### src/rtl/encoder83_seq.sv
// ============================================================================
// encoder83_seq : registered 8-to-3 priority encoder with edge capture,
//                 pending bitmap and valid/ready grant handshake.
// Revision      : 1.0
// ============================================================================
`default_nettype none

module encoder83_seq (
  input  logic       i_clk,
  input  logic       i_rst_n,
  input  logic [7:0] i_y,
  input  logic       i_opt,
  input  logic       i_clr,
  input  logic       i_ready,
  output logic [2:0] o_sel,
  output logic       o_valid,
  output logic       o_multi,
  output logic [7:0] o_pend,
  output logic       o_ovf
);

  typedef enum logic [0:0] {
    IDLE    = 1'b0,
    PRESENT = 1'b1
  } state_t;

  state_t     state_q, state_d;
  logic [7:0] req_q, req_d;
  logic [7:0] pend_q, pend_d;
  logic [2:0] sel_q, sel_d;
  logic       valid_q, valid_d;
  logic       multi_q, multi_d;
  logic       ovf_q, ovf_d;

  logic [7:0] w_req;
  logic [7:0] w_rise;
  logic [7:0] w_clr_mask;
  logic       w_hs;
  logic [2:0] w_lowest;
  logic [3:0] w_count;

  always_comb begin
    w_req      = i_opt ? i_y : ~i_y;
    w_rise     = w_req & ~req_q;
    w_hs       = valid_q & i_ready;
    w_clr_mask = w_hs ? (8'b1 << sel_q) : 8'h00;

    // Descending scan so the lowest set bit is the last one written.
    w_lowest = 3'd0;
    w_count  = 4'd0;
    for (int i = 7; i >= 0; i--) begin
      if (pend_q[i]) begin
        w_lowest = 3'(i);
      end
      w_count = w_count + {3'b000, pend_q[i]};
    end

    req_d   = w_req;
    pend_d  = (pend_q & ~w_clr_mask) | w_rise;
    ovf_d   = ovf_q | (|(w_rise & pend_q & ~w_clr_mask));
    state_d = state_q;
    sel_d   = sel_q;
    valid_d = valid_q;
    multi_d = multi_q;

    case (state_q)
      IDLE: begin
        if (|pend_q) begin
          sel_d   = w_lowest;
          multi_d = (w_count > 4'd1);
          valid_d = 1'b1;
          state_d = PRESENT;
        end
      end
      PRESENT: begin
        if (i_ready) begin
          valid_d = 1'b0;
          state_d = IDLE;
        end
      end
      default: begin
        valid_d = 1'b0;
        state_d = IDLE;
      end
    endcase

    // Clear wins over capture and handshake; req_d still tracks the lines.
    if (i_clr) begin
      pend_d  = 8'h00;
      ovf_d   = 1'b0;
      valid_d = 1'b0;
      multi_d = 1'b0;
      sel_d   = 3'd0;
      state_d = IDLE;
    end
  end

  always_ff @(posedge i_clk or negedge i_rst_n) begin
    if (!i_rst_n) begin
      state_q <= IDLE;
      req_q   <= 8'h00;
      pend_q  <= 8'h00;
      sel_q   <= 3'd0;
      valid_q <= 1'b0;
      multi_q <= 1'b0;
      ovf_q   <= 1'b0;
    end else begin
      state_q <= state_d;
      req_q   <= req_d;
      pend_q  <= pend_d;
      sel_q   <= sel_d;
      valid_q <= valid_d;
      multi_q <= multi_d;
      ovf_q   <= ovf_d;
    end
  end

  assign o_sel   = sel_q;
  assign o_valid = valid_q;
  assign o_multi = multi_q;
  assign o_pend  = pend_q;
  assign o_ovf   = ovf_q;

endmodule

`default_nettype wire

### config.mk
export PLATFORM = sky130hd
export DESIGN_NAME = encoder83_seq
export DESIGN_NICKNAME = d
export VERILOG_FILES = /design/src/rtl/encoder83_seq.sv
export SDC_FILE = /design/constraint.sdc
export NUM_CORES = 1
export LEC_CHECK = 0
export ABC_AREA = 1
export CAP_MARGIN = 25
export CORE_ASPECT_RATIO = 0.75
export CORE_UTILIZATION = 45
export CTS_CLUSTER_SIZE = 25
export DETAILED_ROUTE_END_ITERATION = 6
export GPL_TIMING_DRIVEN = 0
export PLACE_DENSITY = 0.71
export SLEW_MARGIN = 10
export SYNTH_ARGS = -nofsm -noshare
export SYNTH_HDL_FRONTEND = slang
export SYNTH_SLANG_ARGS = --single-unit
export TNS_END_PERCENT = 50
### constraint.sdc
create_clock -name i_clk -period 4.43 [get_ports i_clk]
set_clock_uncertainty 0.15 [all_clocks]
set_input_delay 0.886 -clock i_clk [delete_from_list [all_inputs] [get_ports i_clk]]
set_output_delay 0.886 -clock i_clk [all_outputs]
set_load 0.02 [all_outputs]
Yosys cells after proc, flatten, opt, wreduce, memory -nomap -nowiden
Index checks and enable logic that the tools add are counted.
{"block": "word_totals", "ff_bits": 23, "latchBits": 0, "ramBits": 0, "romBits": 0, "inputBits": 13, "output_inout_bits": 14, "elab_cells": 61, "memories": 0}
{"block": "op_classes", "addsub": 7, "multipliers": 0, "div_mod_pow": 0, "n_lt_le_gt_ge": 1, "n_eq_ne": 3, "n_shift": 1, "mux": 26, "n_bitwise": 11, "reduce_logical": 5}
{"operator": "$mux 3", "count": 11}
{"operator": "$and 8x8->8", "count": 4}
{"operator": "$mux 8", "count": 3}
{"operator": "$not 8->8", "count": 3}
{"operator": "$add 4x1->4", "count": 4}
{"operator": "$reduce_or 8->1", "count": 2}
{"operator": "$mux 1", "count": 10}
{"operator": "$or 8x8->8", "count": 1}
{"operator": "$shl 1x3->8 const A", "count": 1}
{"operator": "$ne 3x3->1 const B", "count": 2}
{"operator": "$add 3x1->4", "count": 1}
{"operator": "$gt 4x1->1 const B", "count": 1}
{"operator": "$pmux 1 s2", "count": 2}
{"operator": "$reduce_and 2->1", "count": 2}
{"operator": "$add 2x1->3", "count": 1}
{"operator": "$add 1x1->2", "count": 1}
{"operator": "$ne 2x2->1 const B", "count": 1}
{"operator": "$reduce_bool 2->1", "count": 1}
{"operator": "$and 1x1->1", "count": 1}
{"operator": "$not 1->1", "count": 1}
{"operator": "$or 1x1->1", "count": 1}

Depth between registers and ports, before layout
{"block": "logic_depth", "word_depth": 11, "depth_mapped": 12, "mapped_depth_nobuf": 12}

Worst setup path after synthesis
No wires, ideal clock.
{"block": "synth_timing", "path_kind": "reg-to-reg", "start": "register pend_q[0], in the netlist o_pend[0]", "end": "register multi_q, in the netlist o_multi", "setup_ps": 128, "t_arrival_ps": 2915, "required_ps": 4152, "path_slack_ps": 1237, "path_stages_with_launch": 13, "n_path_buf": 0, "synth_period_minus_slack_ps": 3193, "path_cell_list": "dfrtp_1 > fa_1 > inv_1 > fa_1 > fa_1 > inv_1 > ha_1 > inv_1 > fa_1 > xor2_1 > nand4_1 > nand3_1 > o21ai_0"}
{"block": "synth_via", "elab_chain_cells": 5, "word_cells_on_any_way": 8, "cone_classes": "add/sub: 1; order compare: 1; mux: 3; reduce/logical: 3"}
{"element": "start, declared", "line_no": "29", "rtl": "logic [7:0] pend_q, pend_d;"}
{"element": "start signal, assigned", "line_no": "110", "rtl": "pend_q <= pend_d;"}
{"element": "$add 4x1->4", "line_no": "55", "rtl": "w_count = w_count + {3'b000, pend_q[i]};"}
{"element": "$gt 4x1->1", "line_no": "70", "rtl": "multi_d = (w_count > 4'd1);"}
{"element": "$mux 1", "line_no": "68", "rtl": "if (|pend_q) begin"}
{"element": "$mux 1", "line_no": "66", "rtl": "case (state_q)"}
{"element": "$mux 1", "line_no": "88", "rtl": "if (i_clr) begin"}
{"element": "end signal, assigned", "line_no": "113", "rtl": "multi_q <= multi_d;"}
{"element": "end, declared", "line_no": "32", "rtl": "logic multi_q, multi_d;"}
Several ways; a longest one is shown, not always the timed one. The select of a mux whose other input is x is not followed.
A chain may end at the register's enable or synchronous reset.

Final worst setup path
Same ends and word-level chain as after synthesis.

==> impl_metrics.csv <==
group,metric,value,unit
outcome,status,"finished, final reports clean",
routing,drc,0,
place,dp_cells,234,
place,place_congestion,0.823,
global_route,grt_pass1_vias,1136,
global_route,grt_overflow,0,
die,fp.dieH,49.0,um
layout,num_antenna_cells,0,
worst_setup_path,worstSetupEndpointType,"flop",
pwr,powerDensity,336,nW/um^2
layout,finalNetCount,225,
routing,via_count,1207,
sta,finalCritPeriodShare,75.7,%
pwr,swShare,34.1,%
die,die_w,64.7,um
min_path,min_path_type,"flop to flop",
synth,async_flop_share,100,%
pwr,pwr-share-seq,44.3,%
sta,max_freq,0.298,GHz
pwr,pwr-share-comb,32.6,%
worst_setup_path,worst-path-max-fanout,6,
synth,syn_nets,193,
global_route,grt_max_degree,24,
sta,finalSetupViolCount,0,
sta,worstMarginPinSlew,0.461,ns
die,start_util,49.0,%
place,io_buffer_count,26,
cts,clock_latency,0.27,ns
routing,routedWlPerCell,12.0,um
pwr,cellLeakagePower,0.000829,uW
worst_setup_path,cp-start-kind,"flop",
synth,ys_ff_latch,23,
layout,syn_to_final_growth,28.5,%
synth,synth_edf_count,0,
die,ios,27,
cts,clk_path_buf_depth,2,
synth,synthesis.instances,172,
synth,yosys-top-cells-count,"nand2_1, inv_1, nor2_1",
routing,firstDrtPassIters,7,
cts,cts_tree,"done",
synth,synthTopCellsByArea,"dfrtp_1, nand2_1, inv_1",
cts,cts_resized,0,
synth,yosysMostFrequentCell,"nand2_1",
cts,cts_setup_buffers,0,
cts,h-tree-depth,1,
synth,syn_area_per_cell,7.70,um^2
sta,timing.final.crit_period,3.35,ns
worst_setup_path,crit_required,4.43,ns
global_route,antenna_found_initial,0,
sta,drv_slew,0,
die,rows,16,
synth,syn_area,1330,um^2
sta,hold_viol_final,0,
cts,cts.root.buffer_cell,"clkbuf_8",
pwr,ir_drop,0.224,mV
pwr,p_int,378,uW
cts,clkTransAtPathRegs,0.08,ns
synth,ys_seq_area_share,43.4,%
routing,drt-total-wl,2.87,mm
synth,synth.top_cell.area_share,43.4,%
synth,synth_top_area_cell,"dfrtp_1",
cts,holdBufCountCts,0,
run,drv_cap,0,
worst_setup_path,critical_path_class,"flop to flop",
cts,clock_sink_count,23,
synth,synth_cell_types,20,
synth,synth-warning-count,0,
sta,relSlewSlack,69.3,%
worst_setup_path,arrival,3.35,ns
die,fp.dieArea,3170,um^2
sta,rsz0062_at_grt,"no",
routing,detail-route-antenna-nets,0,
routing,dr.first_iter.drc_count,59,
synth,synth_top_flop_cell,"dfrtp_1",
layout,drive_above_1_share,4.43,%
pwr,p_sw,195,uW
layout,fin_cells,239,
pwr,clkPwrFrac,23.1,%
global_route,grt_pass1_wl,5.14,mm
sta,final.setup.tns,0,ns
cts,cts_made_buffers,3,
pwr,finalPower,573,uW
global_route,grt_usage,21.2,%
place,dp_hpwl,2.31,mm
die,core-area,2700,um^2
routing,via_per_inst,5.05,
[layer usage]
layer	track usage [%]	wire [um]	vias to the layer above
li1	-	-	596
met1	28.5	1350	574
met2	35.4	1350	35
met3	4.44	160	2
met4	4.07	6	0
met5	0	0	-
[cells in the final DEF (no fill, tap or decap), types with 2 or more instances in the layout]
cell and count:
nand2_1 39, inv_1 28, nor2_1 27, clkdlybuf4s50_1 26
dfrtp_1 23, a21oi_1 15, nand3_1 13, or2_1 4
fa_1 4, ha_1 4, o21ai_0 3, clkbuf_8 3
clkbuf_1 2, a21oi_2 2, o31ai_1 2
[final timing paths]
check	startpoint	to	slack (ns)	cells past startpoint
max	o_pend[0]	o_multi	1.08	12
min	req_q[2]	o_pend[2]	0.36	3
max reg2reg	o_pend[0]	o_multi	1.08	12
min reg2reg	req_q[2]	o_pend[2]	0.36	3
max in group asynchronous	i_rst_n	o_pend[4]	2.94	2
min in group asynchronous	i_rst_n	o_pend[1]	0.77	1
[worst max-delay path, cell delays in order (launching register included)]
cell,delay [ns]
dfrtp_1,0.47
fa_1,0.58
inv_1,0.07
fa_1,0.49
fa_1,0.40
inv_1,0.06
ha_1,0.15
inv_1,0.05
fa_1,0.38
xor2_1,0.16
nand4_1,0.12
nand3_1,0.08
o21ai_0,0.07
[logic make-up after synthesis]
| group | after synthesis | synth area share, % |
|---|---|---|
| AOI/OAI and AO/OA | 24 | 10.4 |
| xor gates and xnor gates | 1 | 0.661 |
| adders and majority gates | 8 | 9.82 |
| buffers and inverters | 31 | 9.35 |
| DFF | 23 | 43.4 |
| and+or+nand+nor | 85 | 26.3 |
[through the flow]
step                      util (%)  hold slack (ns)  setup slack (ns)  area [um^2]
after floorplan                  -            0.325              1.24         1330
after global placement        60.3            0.349              1.19         1630
after detailed placement      60.3            0.353              1.08         1630
after CTS                     62.0            0.368              1.08         1680
after global routing          63.0            0.385             0.900         1700
final                         63.0            0.362              1.08         1700
[final cells by class]
cell class | count | area, um^2
clock buffer | 4 | 45.0
tap | 36 | 45.0
inverter | 29 | 109
buffer | 2 | 15.0
multi-input combinational | 118 | 626
fill | 245 | 1000
timing repair buffer | 27 | 288
sequential | 23 | 576
[sequential cells by signal (all words and copies together), names as in the netlist]
| register | count |
|---|---|
| o_sel | 3 |
| o_ovf | 1 |
| o_valid | 1 |
| o_pend | 8 |
| req_q | 8 |
| state_q | 1 |
| o_multi | 1 |
[power groups by stage]
stage	logic (uW)	registers, uW	clock network (uW)
after floorplan	91.7	273	0
after global placement	177	256	0
after detailed placement	185	257	0
after CTS	185	254	133
after global routing	210	258	143
final	187	254	133
No activity file was read; power rests on OpenSTA's default activity.
